<file path="src/rtl/ps2_matrix_pkg.sv">
// Shared MSX keyboard definitions: matrix size, layout-entry bit positions,
// FSM state type and the built-in image of kbd_layout.mif used by the ROM build.
package ps2_matrix_pkg;

  localparam int KBD_ROWS   = 11;
  localparam int TBL_AW     = 9;

  // Layout entry: [7] valid, [6:3] row, [2:0] column
  localparam int LE_VALID   = 7;
  localparam int LE_ROW_MSB = 6;
  localparam int LE_ROW_LSB = 3;
  localparam int LE_COL_MSB = 2;
  localparam int LE_COL_LSB = 0;

  typedef enum logic [1:0] {
    ST_IDLE   = 2'd0,
    ST_LOOKUP = 2'd1,
    ST_APPLY  = 2'd2
  } state_e;

  // Contents of kbd_layout.mif, indexed by {extended, scan code}.
  // Unlisted codes are invalid (no MSX key).
  function automatic logic [7:0] kbd_layout_image(input logic [TBL_AW-1:0] addr);
    logic [7:0] e;
    e = 8'h00;
    case (addr)
      9'h016: e = 8'h81;  // 1        row0 col1
      9'h01E: e = 8'h82;  // 2        row0 col2
      9'h026: e = 8'h83;  // 3        row0 col3
      9'h025: e = 8'h84;  // 4        row0 col4
      9'h01C: e = 8'h96;  // A        row2 col6
      9'h012: e = 8'hB0;  // L-shift  row6 col0
      9'h005: e = 8'hB5;  // F1       row6 col5
      9'h076: e = 8'hBA;  // ESC      row7 col2
      9'h05A: e = 8'hBF;  // ENTER    row7 col7
      9'h029: e = 8'hC0;  // SPACE    row8 col0
      9'h175: e = 8'hC0;  // E0 75    row8 col0
      9'h16B: e = 8'hC4;  // E0 LEFT  row8 col4
      9'h070: e = 8'hCB;  // KP0      row9 col3
      9'h069: e = 8'hD4;  // KP1      row10 col4
      9'h07E: e = 8'hE0;  // SCROLL   row12: beyond the matrix, dropped
      default: e = 8'h00;
    endcase
    return e;
  endfunction

endpackage

</file>
<file path="src/rtl/ps2_matrix_tbl.sv">
// 512x8 PS/2-to-MSX layout table, single port, registered read data.
// Build option KBD_TABLE_LOAD_EN: RAM written at runtime through we/wr_addr/din.
// Default build: ROM holding the kbd_layout.mif image; write port ignored.
module ps2_matrix_tbl
  import ps2_matrix_pkg::*;
#(
  parameter TBL_INIT = "kbd_layout.mif"
) (
  input  logic              clk21m,
  input  logic              we_i,
  input  logic [TBL_AW-1:0] wr_addr_i,
  input  logic [7:0]        din_i,
  input  logic [TBL_AW-1:0] rd_addr_i,
  output logic [7:0]        dout_o
);

  logic [7:0] dout_q;

`ifdef KBD_TABLE_LOAD_EN
  logic [7:0]        mem_q [0:(1<<TBL_AW)-1];
  logic [TBL_AW-1:0] addr;
  logic              unused_init;

  // One address port: a write steals it from the read for that cycle.
  assign addr        = we_i ? wr_addr_i : rd_addr_i;
  assign unused_init = ^TBL_INIT;

  // Synchronous write or registered read
  always_ff @(posedge clk21m) begin
    if (we_i) mem_q[addr] <= din_i;
    else      dout_q      <= mem_q[addr];
  end
`else
  localparam bit BUILTIN = (TBL_INIT == "kbd_layout.mif");
  logic unused_wr;

  assign unused_wr = ^{we_i, wr_addr_i, din_i};

  // Registered ROM read; an unknown image name yields an all-invalid table
  always_ff @(posedge clk21m) begin
    dout_q <= BUILTIN ? kbd_layout_image(rd_addr_i) : 8'h00;
  end
`endif

  assign dout_o = dout_q;

endmodule

</file>
<file path="src/rtl/ps2_matrix.sv">
// PS/2 key events -> MSX keyboard matrix (active-low rows) read by the PPI.
// Build option KBD_TABLE_LOAD_EN: layout table writable at runtime, and a
// table write during LOOKUP holds the FSM there for a re-read.
//
// Handshake: ps2_key_i[10] toggles once per event (no valid/ready); the event
// is taken on the edge where it differs from the previous sample. busy_o is
// high while an event is in LOOKUP or APPLY; one further event is buffered.
module ps2_matrix
  import ps2_matrix_pkg::*;
#(
  parameter     TBL_INIT = "kbd_layout.mif",
  parameter int ROWS     = KBD_ROWS
) (
  input  logic              clk21m,
  input  logic              reset,
  input  logic [10:0]       ps2_key_i,
  input  logic [3:0]        kb_row_i,
  output logic [7:0]        kb_data_o,
  input  logic              tbl_we_i,
  input  logic [TBL_AW-1:0] tbl_addr_i,
  input  logic [7:0]        tbl_din_i,
  output logic              busy_o,
  output state_e            state_o
);

  state_e      state_q, state_d;
  logic        armed_q;
  logic        prev_tgl_q;
  logic        pend_q, pend_d;
  logic [9:0]  pend_key_q, pend_key_d;   // {pressed, extended, code}
  logic [9:0]  cur_key_q, cur_key_d;
  logic [7:0]  matrix_q [ROWS];
  logic [7:0]  matrix_d [ROWS];
  logic [7:0]  kb_data_q, kb_data_d;

  logic        evt;
  logic        take;
  logic        tbl_wr;
  logic [7:0]  entry;
  logic [3:0]  ent_row;
  logic [2:0]  ent_col;
  logic        hit;

`ifdef KBD_TABLE_LOAD_EN
  assign tbl_wr = tbl_we_i;
`else
  assign tbl_wr = 1'b0;
`endif

  // armed_q is low for the first cycle after reset so the first toggle sample
  // only seeds prev_tgl_q and never counts as an event.
  assign evt = armed_q && (ps2_key_i[10] != prev_tgl_q);

  ps2_matrix_tbl #(
    .TBL_INIT (TBL_INIT)
  ) u_tbl (
    .clk21m    (clk21m),
    .we_i      (tbl_we_i),
    .wr_addr_i (tbl_addr_i),
    .din_i     (tbl_din_i),
    .rd_addr_i (cur_key_d[8:0]),
    .dout_o    (entry)
  );

  assign ent_row = entry[LE_ROW_MSB:LE_ROW_LSB];
  assign ent_col = entry[LE_COL_MSB:LE_COL_LSB];
  assign hit     = (state_q == ST_APPLY) && entry[LE_VALID];

  // Next state, event buffer and lookup key. Leaving APPLY with an event
  // waiting re-enters LOOKUP directly, so back-to-back events keep busy high.
  always_comb begin
    state_d    = state_q;
    pend_d     = pend_q;
    pend_key_d = pend_key_q;
    cur_key_d  = cur_key_q;
    take       = 1'b0;
    case (state_q)
      ST_IDLE:   take = pend_q | evt;
      ST_LOOKUP: if (!tbl_wr) state_d = ST_APPLY;
      ST_APPLY: begin
        state_d = ST_IDLE;
        take    = pend_q | evt;
      end
      default:   state_d = ST_IDLE;
    endcase
    if (take) begin
      // Oldest first: the buffered event goes, a fresh one takes its slot
      state_d   = ST_LOOKUP;
      cur_key_d = pend_q ? pend_key_q : ps2_key_i[9:0];
      pend_d    = pend_q & evt;
      if (evt) pend_key_d = ps2_key_i[9:0];
    end else if (evt) begin
      // Single-entry buffer: a newer event replaces an older waiting one
      pend_d     = 1'b1;
      pend_key_d = ps2_key_i[9:0];
    end
  end

  // Matrix update in APPLY (rows beyond ROWS never match) and row readout
  always_comb begin
    matrix_d  = matrix_q;
    kb_data_d = 8'hFF;
    for (int r = 0; r < ROWS; r++) begin
      if (hit && ent_row == 4'(r)) matrix_d[r][ent_col] = ~cur_key_q[9];
      if (kb_row_i == 4'(r))       kb_data_d = matrix_q[r];
    end
  end

  // FSM state register
  always_ff @(posedge clk21m or posedge reset) begin
    if (reset) state_q <= ST_IDLE;
    else       state_q <= state_d;
  end

  // Toggle tracking and event buffer
  always_ff @(posedge clk21m or posedge reset) begin
    if (reset) begin
      armed_q    <= 1'b0;
      prev_tgl_q <= 1'b0;
      pend_q     <= 1'b0;
      pend_key_q <= '0;
      cur_key_q  <= '0;
    end else begin
      armed_q    <= 1'b1;
      prev_tgl_q <= ps2_key_i[10];
      pend_q     <= pend_d;
      pend_key_q <= pend_key_d;
      cur_key_q  <= cur_key_d;
    end
  end

  // Key matrix (1 = released) and registered row output
  always_ff @(posedge clk21m or posedge reset) begin
    if (reset) begin
      for (int r = 0; r < ROWS; r++) matrix_q[r] <= 8'hFF;
      kb_data_q <= 8'hFF;
    end else begin
      matrix_q  <= matrix_d;
      kb_data_q <= kb_data_d;
    end
  end

  assign kb_data_o = kb_data_q;
  assign busy_o    = (state_q != ST_IDLE);
  assign state_o   = state_q;

endmodule

</file>
<file path="config.mk">
export PLATFORM = sky130hd
export DESIGN_NAME = ps2_matrix
export DESIGN_NICKNAME = d
export VERILOG_FILES = /design/src/rtl/ps2_matrix_pkg.sv /design/src/rtl/ps2_matrix_tbl.sv /design/src/rtl/ps2_matrix.sv
export SDC_FILE = /design/constraint.sdc
export NUM_CORES = 1
export LEC_CHECK = 0
export ABC_CLOCK_PERIOD_IN_PS = 5300
export BUFFER_PORTS_ARGS = -buffer_cell sky130_fd_sc_hd__buf_2
export CAP_MARGIN = 40
export CORE_UTILIZATION = 50
export CTS_BUF_LIST = sky130_fd_sc_hd__clkbuf_8 sky130_fd_sc_hd__clkbuf_16
export DETAILED_ROUTE_END_ITERATION = 10
export MAX_ROUTING_LAYER = met4
export PLACE_DENSITY = 0.68
export REMOVE_ABC_BUFFERS = 1
export SETUP_SLACK_MARGIN = 0.5
export SYNTH_ARGS = -nofsm -noshare
export SYNTH_HDL_FRONTEND = slang
export SYNTH_SLANG_ARGS = --single-unit
export TNS_END_PERCENT = 5
</file>
<file path="constraint.sdc">
create_clock -name clk21m -period 5.3 [get_ports clk21m]
set_clock_uncertainty 0.2 [all_clocks]
set_input_delay 0.795 -clock clk21m [delete_from_list [all_inputs] [get_ports clk21m]]
set_output_delay 0.795 -clock clk21m [all_outputs]
set_load 0.02 [all_outputs]
</file>
==> flow_summary.toml <==
[finish]
drive_above_1_share_pct = 27.5
nets = 754
syn_to_final_growth_pct = 12.5
final_cells = 904
diodes = 0

[drt]
first_iter_violations = 454
ant_nets = 0
vias = 5301
routed_wl_um = 16000
vias_per_cell = 5.86
routedWlPerCell_um = 17.7
drc = 0
dr.pass1.iters = 5

[power]
intPower_mw = 1.99
p_comb_share_pct = 17.5
p_sw_mw = 0.800
vdd_drop_max_mv = 0.372
switching_share_pct = 28.7
pwr-share-clk_pct = 41.6
seqPwrFrac_pct = 40.9
leakage_nw = 2.90
cellPowerDensity_nw_per_um2 = 373

[yosys]
ys_ff_latch = 129
synth.largest_area_cell = "dfstp_2"
synth_edf_count = 0
synth_cell_types = 69
async_flop_share_pct = 93.8
yosysWarnings = 0
netlist_area_sq_um = 6650
synth_ff_type = "dfstp_2"
yosysTopAreaCellShare_pct = 37.9
avgSynthCellArea_sq_um = 9.33
synth_area_leaders = "dfstp_2 (38%), dfrtp_1 (9.4%), a21oi_1 (7.4%), nor2_1 (7.1%), mux2i_1 (3.6%)"
syn_inst = 713
synth-seq-area-share_pct = 49.7

[timing]
setup_violations = 0
fin_setup_tns_ps = 0
tightest_slew_ps = 933
layout_min_cycle_time_ps = 3530
fin_crit_sh_pct = 66.6
fmax_mhz = 283
finalHoldViolCount = 0
relSlewSlack_pct = 37.6
drv_slew = 0
rsz0062_at_grt = "false"

[worst_setup_path]
critPathLaunchType = "flop"
crit_arrival_ps = 3680
criticalPathCategory = "flop to flop"
required_ps = 5450
critPathCaptureType = "flop"
crit_fanout = 21

[grt]
antenna_found_initial = 0
grt_pass1_wl_um = 26200
grt_pass1_vias = 5079
grtUsageTotal_pct = 25.1
overflow = 0
grt_start_max_net_pins = 89

[place]
io_buffers = 27
dpl.hpwl_um = 10500
place_inst = 872
gp_congestion = 0.824

[clocking]
cts_made_buffers = 17
cts_buffer_depth = 2
cts_setup_buffers = 0
cts_tree = "yes"
cts_resized = 0
clk_latency_ps = 420
cts-root-buf = "clkbuf_16"
cts_hold_buf = 0
htreeDepth = 4
clkTransAtPathRegs_ps = 50
numClockSinks = 129

[die]
die_area_sq_um = 13800
die_w_um = 117
rows = 41
top_level_ports = 46
start_util_pct = 52.1
core-area_sq_um = 12800
die_h_um = 117

[outcome]
outcome = "complete, no violations"

[run]
maxCapViolCount = 0

[min_path]
hold_path_class = "input port to async pin"
## path summary, 6_finish.rpt
path	from	end	slack (ps)	cells after the start
setup / recovery	pend_q	u_tbl.dout_o[7]	1770	8
hold / removal	reset	pend_key_q[3]	160	2
hold reg to reg	matrix_q[1]	kb_data_o[1]	260	2
max in group asynchronous	reset	matrix_q[42]	3870	3
min in group clk21m	matrix_q[1]	kb_data_o[1]	260	2
setup reg to reg	pend_q	u_tbl.dout_o[7]	1770	8
## power groups by stage
stage,clock [mW],sequential (mW),combinational [mW]
global placement,0,1.15,0.471
CTS,1.19,1.14,0.483
global route,1.23,1.15,0.533
detailed placement,0,1.15,0.480
floorplan,0,1.20,0.273
finish,1.16,1.14,0.488
## critical path: stages (launching register included)
cell and delay [ps]:
dfrtp_1 700, nand2b_4 270, o21a_1 530, buf_4 310, mux2i_1 510, nand2_1 230
or3_1 430, a21boi_0 150, nand4_2 130
## synth_stat cells, drive strengths merged (4+ instances only)
| cell | count |
|---|---|
| nand4b | 4 |
| and3 | 6 |
| nor3b | 8 |
| and2 | 5 |
| nand2 | 53 |
| nor2 | 126 |
| nand3 | 8 |
| dfxtp | 8 |
| o22ai | 6 |
| nand4 | 5 |
| nor3 | 14 |
| nor2b | 10 |
| mux4 | 7 |
| dfrtp | 25 |
| nand2b | 10 |
| o31ai | 10 |
| o21ai | 33 |
| buf | 6 |
| o221ai | 4 |
| inv | 11 |
| clkbuf | 41 |
| a21oi | 98 |
| mux2i | 24 |
| or2 | 5 |
| dfstp | 96 |
| nand3b | 4 |
| a31oi | 30 |
| or3 | 4 |
| mux2 | 17 |
## cells in the final DEF (no fill, tap or decap), drive strengths merged, types with 2 or more instances in the layout
master | Yosys | routed
nor2 | 126 | 126
a21oi | 98 | 98
dfstp | 96 | 96
nand2 | 53 | 53
buf | 6 | 34
o21ai | 33 | 33
a31oi | 30 | 30
dfrtp | 25 | 25
mux2i | 24 | 24
clkbuf | 41 | 23
mux2 | 17 | 17
inv | 11 | 15
nor3 | 14 | 14
nor2b | 10 | 10
o31ai | 10 | 10
nand2b | 10 | 10
nand3 | 8 | 8
nor3b | 8 | 8
dfxtp | 8 | 8
mux4 | 7 | 7
and3 | 6 | 6
o22ai | 6 | 6
or2 | 5 | 5
and2 | 5 | 5
nand4 | 5 | 5
nand3b | 4 | 4
nand4b | 4 | 4
or3 | 4 | 4
o221ai | 4 | 4
o32a | 3 | 3
clkinv | 0 | 3
or3b | 3 | 3
o32ai | 2 | 2
xnor2 | 2 | 2
o211ai | 2 | 2
bufinv | 0 | 2
and4 | 2 | 2
## kinds of logic (layout without fill, tap and decap cells)
kind of cell | after synthesis | in the layout | synth area share, %
buf+inv | 58 | 77 | 3.56
other cells | 1 | 1 | 0.0564
flops | 129 | 129 | 49.7
fa+ha+maj | 1 | 1 | 0.151
mux | 48 | 48 | 8.86
compound gates | 204 | 204 | 18.1
xor+xnor | 3 | 3 | 0.395
simple gates | 269 | 269 | 19.1
## state kept, by name (all words and copies together) (netlist names)
register,count
cur_key_q,10
state_o,2
kb_data_o,8
prev_tgl_q,1
pend_q,1
armed_q,1
matrix_q,88
u_tbl.dout_o,8
pend_key_q,10
## layer usage
metal | up-vias | routed length (um) | track usage [%]
met2 | 170 | 6980 | 35.1
met1 | 2559 | 7790 | 35.7
met3 | 13 | 974 | 5.84
met4 | 0 | 216 | 8.44
li1 | 2559 | - | -
met5 | - | 0 | -
## metrics by stage
stage	cell area, sq um	hold WS [ps]	power [mW]	setup slack (ps)	util (%)
floorplan	6460	235	1.47	1250	-
global placement	6860	246	1.62	1650	53.7
CTS	7480	156	2.81	1900	58.6
detailed placement	6880	248	1.63	1740	53.9
finish	7480	157	2.79	1770	58.6
global route	7480	173	2.91	1630	58.6
## layout make-up
class / count / area [sq um]
fill: 1095 / 5290
sequential: 129 / 3310
multi-input combinational: 526 / 3110
inverter: 11 / 46.3
tap: 172 / 215
clock buffer: 23 / 508
timing repair buffer: 34 / 208
clock inverter: 9 / 90.1
Power figures use the tool's default switching activity.
